==> src/rtl/axi_burst_master.sv <==
// axi_burst_master: turns write/read commands plus payload streams into single-ID AXI4 INCR bursts of 4-byte beats
module axi_burst_master #(
  parameter int G_DATAWIDTH = 32,
  parameter int G_ID_WIDTH  = 1,
  parameter int G_ID        = 0,
  parameter int G_WEWIDTH   = ((G_DATAWIDTH - 1) / 8) + 1
) (
  input  logic                   s_aclk,
  input  logic                   s_areset,
  input  logic                   cmd_valid,
  output logic                   cmd_ready,
  input  logic                   cmd_write,
  input  logic [31:0]            cmd_addr,
  input  logic [7:0]             cmd_len,
  input  logic [G_DATAWIDTH-1:0] wr_data,
  input  logic                   wr_valid,
  output logic                   wr_ready,
  output logic [G_DATAWIDTH-1:0] rd_data,
  output logic                   rd_valid,
  output logic                   rd_last,
  input  logic                   rd_ready,
  output logic                   done,
  output logic                   err,
  output logic [G_ID_WIDTH-1:0]  m_axi_awid,
  output logic [31:0]            m_axi_awaddr,
  output logic [7:0]             m_axi_awlen,
  output logic [2:0]             m_axi_awsize,
  output logic [1:0]             m_axi_awburst,
  output logic                   m_axi_awvalid,
  input  logic                   m_axi_awready,
  output logic [G_DATAWIDTH-1:0] m_axi_wdata,
  output logic [G_WEWIDTH-1:0]   m_axi_wstrb,
  output logic                   m_axi_wlast,
  output logic                   m_axi_wvalid,
  input  logic                   m_axi_wready,
  input  logic [G_ID_WIDTH-1:0]  m_axi_bid,
  input  logic [1:0]             m_axi_bresp,
  input  logic                   m_axi_bvalid,
  output logic                   m_axi_bready,
  output logic [G_ID_WIDTH-1:0]  m_axi_arid,
  output logic [31:0]            m_axi_araddr,
  output logic [7:0]             m_axi_arlen,
  output logic [2:0]             m_axi_arsize,
  output logic [1:0]             m_axi_arburst,
  output logic                   m_axi_arvalid,
  input  logic                   m_axi_arready,
  input  logic [G_ID_WIDTH-1:0]  m_axi_rid,
  input  logic [G_DATAWIDTH-1:0] m_axi_rdata,
  input  logic [1:0]             m_axi_rresp,
  input  logic                   m_axi_rlast,
  input  logic                   m_axi_rvalid,
  output logic                   m_axi_rready
);
  typedef enum logic [2:0] {IDLE, WADDR, WDATA, WRESP, RADDR, RDATA, DONE} state_t;
  state_t      state_q, state_d;
  logic [31:0] addr_q, addr_d;
  logic [7:0]  len_q, len_d, cnt_q, cnt_d;
  logic        err_q, err_d;
  logic        at_last, w_hs, r_hs, unused_ok;
  assign at_last   = cnt_q == len_q;
  assign unused_ok = ^{m_axi_bid, m_axi_rid};
  assign cmd_ready     = state_q == IDLE;
  assign m_axi_awid    = G_ID_WIDTH'(G_ID);
  assign m_axi_awaddr  = addr_q;
  assign m_axi_awlen   = len_q;
  assign m_axi_awsize  = 3'b010;
  assign m_axi_awburst = 2'b01;
  assign m_axi_awvalid = state_q == WADDR;
  assign m_axi_wvalid  = (state_q == WDATA) & wr_valid;
  assign wr_ready      = (state_q == WDATA) & m_axi_wready;
  assign m_axi_wdata   = state_q == WDATA ? wr_data : '0;
  assign m_axi_wstrb   = '1;
  assign m_axi_wlast   = (state_q == WDATA) & at_last;
  assign m_axi_bready  = state_q == WRESP;
  assign m_axi_arid    = G_ID_WIDTH'(G_ID);
  assign m_axi_araddr  = addr_q;
  assign m_axi_arlen   = len_q;
  assign m_axi_arsize  = 3'b010;
  assign m_axi_arburst = 2'b01;
  assign m_axi_arvalid = state_q == RADDR;
  assign rd_valid      = (state_q == RDATA) & m_axi_rvalid;
  assign m_axi_rready  = (state_q == RDATA) & rd_ready;
  assign rd_data       = state_q == RDATA ? m_axi_rdata : '0;
  assign rd_last       = (state_q == RDATA) & m_axi_rlast;
  assign done          = state_q == DONE;
  assign err           = (state_q == DONE) & err_q;
  assign w_hs = m_axi_wvalid & wr_ready;
  assign r_hs = rd_valid & m_axi_rready;
  always_comb begin
    state_d = state_q;
    addr_d  = addr_q;
    len_d   = len_q;
    cnt_d   = cnt_q;
    err_d   = err_q;
    case (state_q)
      IDLE: if (cmd_valid) begin
        addr_d  = cmd_addr;
        len_d   = cmd_len;
        cnt_d   = '0;
        err_d   = 1'b0;
        state_d = cmd_write ? WADDR : RADDR;
      end
      WADDR: state_d = m_axi_awready ? WDATA : WADDR;
      WDATA: if (w_hs) begin
        cnt_d   = cnt_q + 8'd1;
        state_d = at_last ? WRESP : WDATA;
      end
      WRESP: if (m_axi_bvalid) begin
        err_d   = err_q | (m_axi_bresp != 2'b00);
        state_d = DONE;
      end
      RADDR: state_d = m_axi_arready ? RDATA : RADDR;
      // An early or missing RLAST still ends the burst, but flags the mismatch
      RDATA: if (r_hs) begin
        cnt_d   = cnt_q + 8'd1;
        err_d   = err_q | (m_axi_rresp != 2'b00) | (m_axi_rlast != at_last);
        state_d = (m_axi_rlast | at_last) ? DONE : RDATA;
      end
      default: state_d = IDLE;
    endcase
  end
  always_ff @(posedge s_aclk) begin
    if (s_areset) begin
      state_q <= IDLE;
      addr_q  <= '0;
      len_q   <= '0;
      cnt_q   <= '0;
      err_q   <= 1'b0;
    end else begin
      state_q <= state_d;
      addr_q  <= addr_d;
      len_q   <= len_d;
      cnt_q   <= cnt_d;
      err_q   <= err_d;
    end
  end
endmodule

==> config.mk <==
export PLATFORM = sky130hd
export DESIGN_NAME = axi_burst_master
export DESIGN_NICKNAME = d
export VERILOG_FILES = /design/src/rtl/axi_burst_master.sv
export SDC_FILE = /design/constraint.sdc
export NUM_CORES = 1
export LEC_CHECK = 0
export ABC_CLOCK_PERIOD_IN_PS = 3500
export CELL_PAD_IN_SITES_DETAIL_PLACEMENT = 0
export CELL_PAD_IN_SITES_GLOBAL_PLACEMENT = 1
export CORE_UTILIZATION = 21
export DETAILED_ROUTE_END_ITERATION = 7
export GPL_TIMING_DRIVEN = 0
export PLACE_DENSITY = 0.86
export SLEW_MARGIN = 20
export SYNTH_ARGS = -nofsm -noshare
export SYNTH_HDL_FRONTEND = slang
export SYNTH_SLANG_ARGS = --single-unit
==> constraint.sdc <==
create_clock -name s_aclk -period 3.5 [get_ports s_aclk]
set_clock_uncertainty 0.1 [all_clocks]
set_input_delay 0.525 -clock s_aclk [delete_from_list [all_inputs] [get_ports s_aclk]]
set_output_delay 0.525 -clock s_aclk [all_outputs]
set_load 0.005 [all_outputs]
==> flow_metrics.env, run 1 <==
export IMPL_drt_total_wl_mm=12.6
export IMPL_cts_tree="done"
export IMPL_synth_area_leader_cell="dfxtp_1"
export IMPL_outcome="complete, no violations"
export IMPL_powerDensity_nw_per_um2=347
export IMPL_critPathKind="register to primary output"
export IMPL_grt_pass1_vias=3522
export IMPL_tns_ns=0
export IMPL_die_area_sq_um=15600
export IMPL_finalHoldViolations=0
export IMPL_max_freq_ghz=0.338
export IMPL_yosysUniqueCellTypes=40
export IMPL_nets=846
export IMPL_netlist_area_sq_um=3160
export IMPL_ctsRootBufferMaster="clkbuf_16"
export IMPL_critPathArrivalTime_ns=2.33
export IMPL_tightestPinTransition_ns=0.583
export IMPL_worst_setup_path_end_kind="primary output"
export IMPL_io_buffers=274
export IMPL_worst_setup_path_start_kind="register"
export IMPL_grtUsageMet3=0.0490
export IMPL_yosys_warnings=0
export IMPL_power_mw=2.20
export IMPL_irDropWorstVdd_mv=0.184
export IMPL_clock_sinks=52
export IMPL_gr_total_overflow=0
export IMPL_num_vias=3777
export IMPL_drt_vias_per_instance=4.16
export IMPL_finalInstanceArea_sq_um=6340
export IMPL_grt_busiest_layer="met2"
export IMPL_wl_per_cell_um=13.8
export IMPL_syn_area_per_cell_sq_um=7.40
export IMPL_remaining_drc_errors=0
export IMPL_cts_buffers_inserted=5
export IMPL_rows=44
export IMPL_period_minus_slack_ns=2.95
export IMPL_synth_top_cells_by_count="nand2_1, buf_4, dfxtp_1"
export IMPL_slew_limit_headroom=0.608
export IMPL_cellLeakagePower_nw=2.62
export IMPL_synth_most_common_cell="nand2_1"
export IMPL_synth_top_cell_area_share=0.329
export IMPL_setup_viol=0
export IMPL_drtPass1Iterations=4
export IMPL_cts_max_level=2
export IMPL_core_area_sq_um=14600
export IMPL_n_fill_cell=1488
export IMPL_grt_pass1_wl_mm=19.3
export IMPL_maxCapViolations=0
export IMPL_placed_cell_area_sq_um=6190
export IMPL_grt_max_degree=19
export IMPL_post_cts_repair_setup_buffers=0
export IMPL_seqCellArea_sq_um=1040
export IMPL_synth_edff_count=0
export IMPL_drive_gt1_frac=0.107
export IMPL_io_pins=294
export IMPL_gp_congestion=0.849
export IMPL_period_share=0.844
export IMPL_cts_buffer_depth=2
export IMPL_rsz0062_at_grt="no"
export IMPL_cts_resized=0
export IMPL_min_delay_path_class="register to register"
export IMPL_drt_initial_drc_count=158
export IMPL_clk_pin_slew_ns=0.07
export IMPL_synth_ff_type="dfxtp_1"
export IMPL_antenna_found_initial=0
export IMPL_synthTopCellsByArea="dfxtp_1, buf_4, nand2_1"
export IMPL_start_util=0.217
export IMPL_synthCells=427
export IMPL_areaGrowthSynthToFinish_pct=101
export IMPL_multiInputGateArea_sq_um=1590
export IMPL_ys_seq_area_frac=0.329
export IMPL_dp_hpwl_mm=10.3
export IMPL_die_h_um=125
export IMPL_postRouteAntennaNets=0
export IMPL_path_max_fanout=10
export IMPL_insertion_delay_ns=0.30
export IMPL_grt_usage=0.156
export IMPL_ctsHoldBuffers=0
export IMPL_slew_violations=0
export IMPL_n_antenna_cell=0
export IMPL_synth_seq_cells=52
export IMPL_die_width_um=125
export IMPL_worstPathRequired_ns=2.87
export IMPL_grt_use_met1=0.176
export IMPL_synthArstFlopShare=0
export IMPL_globalRouteMet2Util=0.281
[metal layers]
layer / up-vias / part of all wire
li1: 1939 / -
met2: 177 / 0.50
met4: 0 / 0.014
met5: - / 0
met3: 9 / 0.088
met1: 1652 / 0.40
[critical path: stages, from the launching register on]
cell and delay [ns]:
dfxtp_1 0.31, buf_6 0.13, nor2_1 0.45, clkbuf_1 0.37, and3_1 0.26, clkdlybuf4s50_1 0.51
[final cells by class]
class,instances,share of cell area
plain buffers,88,0.0896
clock buffers,5,0.0197
well taps,184,0.0363
clock inverters,3,0.00434
repair buffers,274,0.433
flip-flops and latches,52,0.164
multi-input cells,297,0.251
inverters,4,0.00237
[worst paths after layout]
kind / to / start / cells after the start / slack [ns]
setup / recovery: m_axi_wdata[19] / state_q[2]$_SDFFE_PP0P_ / 5 / 0.55
hold reg to reg: m_axi_araddr[9]$_SDFFE_PP0P_ / m_axi_araddr[9]$_SDFFE_PP0P_ / 2 / 0.37
setup reg to reg: err_q$_SDFFE_PP0P_ / m_axi_arlen[7]$_SDFFE_PP0P_ / 8 / 1.20
hold / removal: m_axi_araddr[9]$_SDFFE_PP0P_ / m_axi_araddr[9]$_SDFFE_PP0P_ / 2 / 0.37
[power by group]
group	leakage (nW)	total, mW	internal (mW)	switching (mW)
sequential	0.425	0.721	0.658	0.0629
clock	0.0719	0.509	0.272	0.237
combinational	2.12	0.970	0.571	0.399
total	2.62	2.20	1.50	0.699
[cells by family after synthesis]
family          count (synthesis)  synth area share
compound gates                 68             0.121
xor+xnor                        8            0.0222
fa+ha+maj                       2           0.00791
buf+inv                        92             0.184
flops                          52             0.329
other cells                     2           0.00238
simple gates                  203             0.333
[cell usage in the layout (no fill, tap or decap), types with 2 or more instances in the layout]
cell type	instances
and3_1	36
ha_1	2
buf_4	57
buf_6	2
nor4_1	2
clkbuf_16	5
dfxtp_1	52
clkdlybuf4s50_1	274
a31oi_1	2
nor2b_1	2
o21ai_0	2
or4_1	7
and2_1	38
nand2_1	88
nor3b_1	2
inv_1	4
nand3_1	4
nand2b_1	3
or3_1	3
nor3_1	2
conb_1	16
xor2_1	8
clkbuf_1	22
nor2_1	8
buf_2	7
o31ai_1	6
o32ai_1	2
a21oi_1	50
[sequential cells by signal, summed over array words and instances (netlist names)]
signal	flops
m_axi_araddr	32
m_axi_arlen	8
err_q	1
state_q	3
cnt_q	8
[metrics by stage]
stage,util,worst slack [ns],cells,hold slack [ns]
final,0.435,0.545,907,0.370
after global routing,0.435,0.383,907,0.394
after CTS,0.435,0.528,907,0.374
after detailed placement,0.424,0.858,899,0.364
after global placement,0.424,0.884,899,0.360
after floorplan,-,1.68,441,0.364
Power figures use the tool's default switching activity.
==> run 2, diff against run 1 <==
--- a/config.mk
+++ b/config.mk
@@ -5,13 +5,13 @@
 export SDC_FILE = /design/constraint.sdc
 export NUM_CORES = 1
 export LEC_CHECK = 0
-export ABC_CLOCK_PERIOD_IN_PS = 3500
+export ABC_CLOCK_PERIOD_IN_PS = 2450
 export CELL_PAD_IN_SITES_DETAIL_PLACEMENT = 0
 export CELL_PAD_IN_SITES_GLOBAL_PLACEMENT = 1
-export CORE_UTILIZATION = 21
+export CORE_UTILIZATION = 18
 export DETAILED_ROUTE_END_ITERATION = 7
 export GPL_TIMING_DRIVEN = 0
-export PLACE_DENSITY = 0.86
+export PLACE_DENSITY = 0.78
 export SLEW_MARGIN = 20
 export SYNTH_ARGS = -nofsm -noshare
 export SYNTH_HDL_FRONTEND = slang
==> constraint.sdc (replaced) <==
create_clock -name s_aclk -period 2.45 [get_ports s_aclk]
set_clock_uncertainty 0.1 [all_clocks]
set_input_delay 0.3675 -clock s_aclk [delete_from_list [all_inputs] [get_ports s_aclk]]
set_output_delay 0.3675 -clock s_aclk [all_outputs]
set_load 0.005 [all_outputs]
==> flow_metrics.env, run 2 (same netlist as run 1, synthesis figures left out) <==
export IMPL_worstPathRequired_ns=1.98
export IMPL_tns_ns=0
export IMPL_powerDensity_nw_per_um2=493
export IMPL_crit_top_cell="clkbuf_4"
export IMPL_cpPeakStageDelay_ns=0.56
export IMPL_remaining_drc_errors=0
export IMPL_clk_pin_slew_ns=0.08
export IMPL_dp_hpwl_mm=10.2
export IMPL_worst_setup_path_end_kind="primary output"
export IMPL_die_area_sq_um=18100
export IMPL_die_width_um=135
export IMPL_die_h_um=135
export IMPL_drtPass1Iterations=4
export IMPL_largest_register_ffs=32
export IMPL_p_int_mw=2.19
export IMPL_fin_util=0.378
export IMPL_cts_buffer_depth=2
export IMPL_drive_gt1_frac=0.137
export IMPL_rsz0062_at_grt="no"
export IMPL_ctsRootBufferMaster="clkbuf_16"
export IMPL_min_delay_path_class="register to register"
export IMPL_critPathKind="register to primary output"
export IMPL_final_common_cell="clkdlybuf4s50_1"
export IMPL_grt_pass1_vias=3635
export IMPL_num_vias=3855
export IMPL_holdPathStages=2
export IMPL_insertion_delay_ns=0.30
export IMPL_cts_max_level=2
export IMPL_tightestPinTransition_ns=0.591
export IMPL_io_buffers=274
export IMPL_drt_initial_drc_count=139
export IMPL_outcome="complete, no violations"
export IMPL_cts_buffers_inserted=5
export IMPL_clock_power_share=0.230
export IMPL_core_area_sq_um=17200
export IMPL_fin_hold_ws_ns=0.370
export IMPL_cellLeakagePower_nw=2.80
export IMPL_period_share=0.958
export IMPL_nets=851
export IMPL_period_minus_slack_ns=2.35
export IMPL_areaGrowthSynthToFinish_pct=106
export IMPL_rr_worst_depth=9
export IMPL_drt_vias_per_instance=4.04
export IMPL_gr_total_overflow=0
export IMPL_mostFrequentLayoutCells="clkdlybuf4s50_1, nand2_1, buf_4"
export IMPL_maxCapViolations=0
export IMPL_slowest_stage="clkdlybuf4s50_1"
export IMPL_setup_viol=0
export IMPL_grt_max_degree=19
export IMPL_post_place_ws_ns=0.0306
export IMPL_antenna_found_initial=1
export IMPL_n_fill_cell=1817
export IMPL_slew_limit_headroom=0.602
export IMPL_clock_sinks=52
export IMPL_setup_ws_ns=0.102
export IMPL_drt_total_wl_mm=12.6
export IMPL_worst_setup_path_start_kind="register"
export IMPL_comb_power_share=0.449
export IMPL_postRouteAntennaNets=0
export IMPL_critPathArrivalTime_ns=1.88
export IMPL_power_switching_mw=1.02
export IMPL_grt_pass1_wl_mm=19.3
export IMPL_slew_violations=0
export IMPL_wl_per_cell_um=13.2
export IMPL_start_util=0.183
export IMPL_path_max_fanout=10
export IMPL_gp_congestion=0.809
export IMPL_io_pins=294
export IMPL_rows=48
export IMPL_cts_tree="done"
export IMPL_netSwitchingFraction=0.318
export IMPL_cp_cell_sequence="buf_6 -> clkbuf_4 -> clkbuf_4 -> nor3b_1 -> clkdlybuf4s50_1"
export IMPL_grt_usage=0.135
export IMPL_max_freq_ghz=0.426
export IMPL_finalHoldViolations=0
export IMPL_seqPwrFrac=0.322
export IMPL_irDropWorstVdd_mv=0.313
[run 2: cell count changes in the layout (fill, tap and decap cells not counted), moves of 3 or more]
cell             previous run  this run
buf_4                      57        61
buf_6                       2         6
clkbuf_1                   22        10
clkbuf_2                    0         4
clkbuf_4                    0         3
clkdlybuf4s50_1           274       266
dfxtp_1                    52        48
dfxtp_2                     0         4
dlygate4sd2_1               0         3
dlymetal6s2s_1              0         5
[run 2: path summary, 6_finish.rpt]
kind,startpoint,end,slack (ns)
worst max-delay path,state_q[1]$_SDFFE_PP0P_,m_axi_awvalid,0.10
worst min-delay path,m_axi_araddr[22]$_SDFFE_PP0P_,m_axi_araddr[22]$_SDFFE_PP0P_,0.37
worst max register to register,m_axi_arlen[7]$_SDFFE_PP0P_,state_q[0]$_SDFFE_PP0P_,0.36
worst min register to register,m_axi_araddr[22]$_SDFFE_PP0P_,m_axi_araddr[22]$_SDFFE_PP0P_,0.37
[run 2: final cells by class]
cell class	count	area [sq um]	share of cell area
buffer	88	622	0.0955
multi-input combinational	297	1600	0.246
timing repair buffer	279	2790	0.428
antenna	1	2.50	0.000384
sequential	52	1050	0.161
tap	225	282	0.0432
clock buffer	5	125	0.0192
clock inverter	3	27.5	0.00423
inverter	4	15.0	0.00231
[run 2: power by group through the flow]
| stage | combinational (mW) | sequential [mW] | clock [mW] |
|---|---|---|---|
| finish | 1.44 | 1.03 | 0.739 |
| global placement | 1.40 | 1.05 | 0 |
| detailed placement | 1.40 | 1.05 | 0 |
| global route | 1.60 | 1.05 | 0.804 |
| floorplan | 0.614 | 1.04 | 0 |
| CTS | 1.44 | 1.04 | 0.778 |
[run 2: what timing repair did]
action / 4_1_cts / 5_1_grt
gates resized for setup: 27 / 18
setup buffers: 1 / 4
setup endpoints to repair: 65 / 51
hold buffers: 0 / 0
pin swaps: 1 / 0
[run 2: routing by layer]
metal,track usage,vias up,wire length [um]
met5,0,-,0
met4,0.0318,0,108
met3,0.0435,7,1190
met2,0.247,183,6400
met1,0.151,1719,4900
li1,-,1946,-
[run 2: through the flow]
stage                     total power [mW]  area [sq um]  cells
after CTS                             3.26          6450    949
after global placement                2.45          6240    940
after floorplan                       1.65          3210    441
after detailed placement              2.45          6240    940
final                                 3.21          6510    954
after global routing                  3.45          6510    954
[run 2: worst max-delay path, delay by kind of cell (launching register included)]
| family | cells | cell delay, ns |
|---|---|---|
| and+or+nand+nor | 1 | 0.20 |
| DFF | 1 | 0.33 |
| buffers and inverters | 4 | 1.05 |
==> patch: new RTL, config.mk and constraints of run 1 <==
Change the parameter `G_DATAWIDTH` from 32 to 24.
--- a/src/rtl/axi_burst_master.sv
+++ b/src/rtl/axi_burst_master.sv
@@ -1,6 +1,6 @@
 // axi_burst_master: turns write/read commands plus payload streams into single-ID AXI4 INCR bursts of 4-byte beats
 module axi_burst_master #(
-  parameter int G_DATAWIDTH = 32,
+  parameter int G_DATAWIDTH = 24,
   parameter int G_ID_WIDTH  = 1,
   parameter int G_ID        = 0,
   parameter int G_WEWIDTH   = ((G_DATAWIDTH - 1) / 8) + 1
Interface: changed (5 resized); port bits go from 294 to 261. No check against the original RTL was run, so the function may have changed too.
==> patch against run 1 <==
Synthesized area down 5.4%. Hold slack got worse by 0.83 ps. Setup slack got worse by 24 ps. Total power is 27% higher. Global-route usage is 0.083 points lower. Cell count down 7.3%. Largest power group unchanged. Sequential power up 15%. Design area is 7.9% lower. Wire length down 4.8%. Sequential cell count unchanged.
==> patch: results (changes against run 1) <==
outcome=finished, final reports clean; Synth cell types=39 (-2.5%); Cells after DPL=833 (-7.3%); Synth Area in XOR/XNOR=0.0410 (+0.0188); layout filler cell count=1363 (-8.4%); register area share after synthesis=0.348 (+0.0189); Post-Layout Cell Count=841 (-7.3%); Synth top area share=0.348 (+0.0189); Clock buffer cells=6 (+1); fraction of layout cells with a size suffix above 1=0.110 (+0.00394); Net Sw Frac=0.339 (+0.0208); Worst VDD drop=205 uV (+11%); worst path arrival time=2350 ps (+20 ps); Final Util=0.421 (-0.0139); flop-to-flop setup slack=1320 ps (+120 ps); Synth area leaders=dfxtp_1 35%, buf_4 14%, and2_1 12%; Setup crit end=m_axi_wdata[16]; Detail Placement HPWL=9.86 mm (-4.1%); nets=768 (-9.2%); Multi-input gate area=0.00147 mm2 (-7.6%); Clk power=0.510 mW (about the same); crit path time final=2980 ps (+24.1 ps); largest net degree at the start of global routing=17 (-2); die width=121 um (-2.7%); worst hold slack=369 ps (-0.832 ps); gr usage total=0.156 (-0.000828); Mapped Avg Cell Area=7.51 um2 (+1.5%); P_leak=2.35 nW (-10%); Logic pwr share=0.521 (+0.080); Signal buffers=322 (-11%); initial detailed-routing violation count=163 (+3.2%); vias in the first global route=3352 (-4.8%); Post-DP Area=0.00569 mm2 (-8.1%); final WL=12.0 mm (-4.8%); Post-Synth Adder-Cell Area=0.00837 (+0.000454); most instantiated cells after synthesis=86 x nand2_1, 56 x buf_4, 55 x and2_1; Synth Area in Compound Gates=0.128 (+0.00694); signal buffers share of area=0.504 (-0.0187); worst slew pin tran=532 ps (-50.6 ps); Via density=4.17 (+0.22%); Port Buffer Count=242 (-12%)
-- patch: cell types whose count changed in the layout (fill, tap and decap cells not counted), moves of 3 or more --
cell	delta
or4_1	-6
o21ai_0	+4
clkbuf_1	-5
and2_1	+17
nor2_1	+4
o31ai_1	-5
clkdlybuf4s50_1	-32
and3_1	-33
xor2_1	+6
o2111ai_1	+3
-- patch: routing by layer --
| layer | up-vias | GRT usage | routed length, um |
|---|---|---|---|
| met2 | 179 | 0.285 | 6080 |
| met3 | 15 | 0.0451 | 1060 |
| met5 | - | 0 | 0 |
| li1 | 1739 | - | - |
| met1 | 1577 | 0.170 | 4610 |
| met4 | 0 | 0.0494 | 203 |
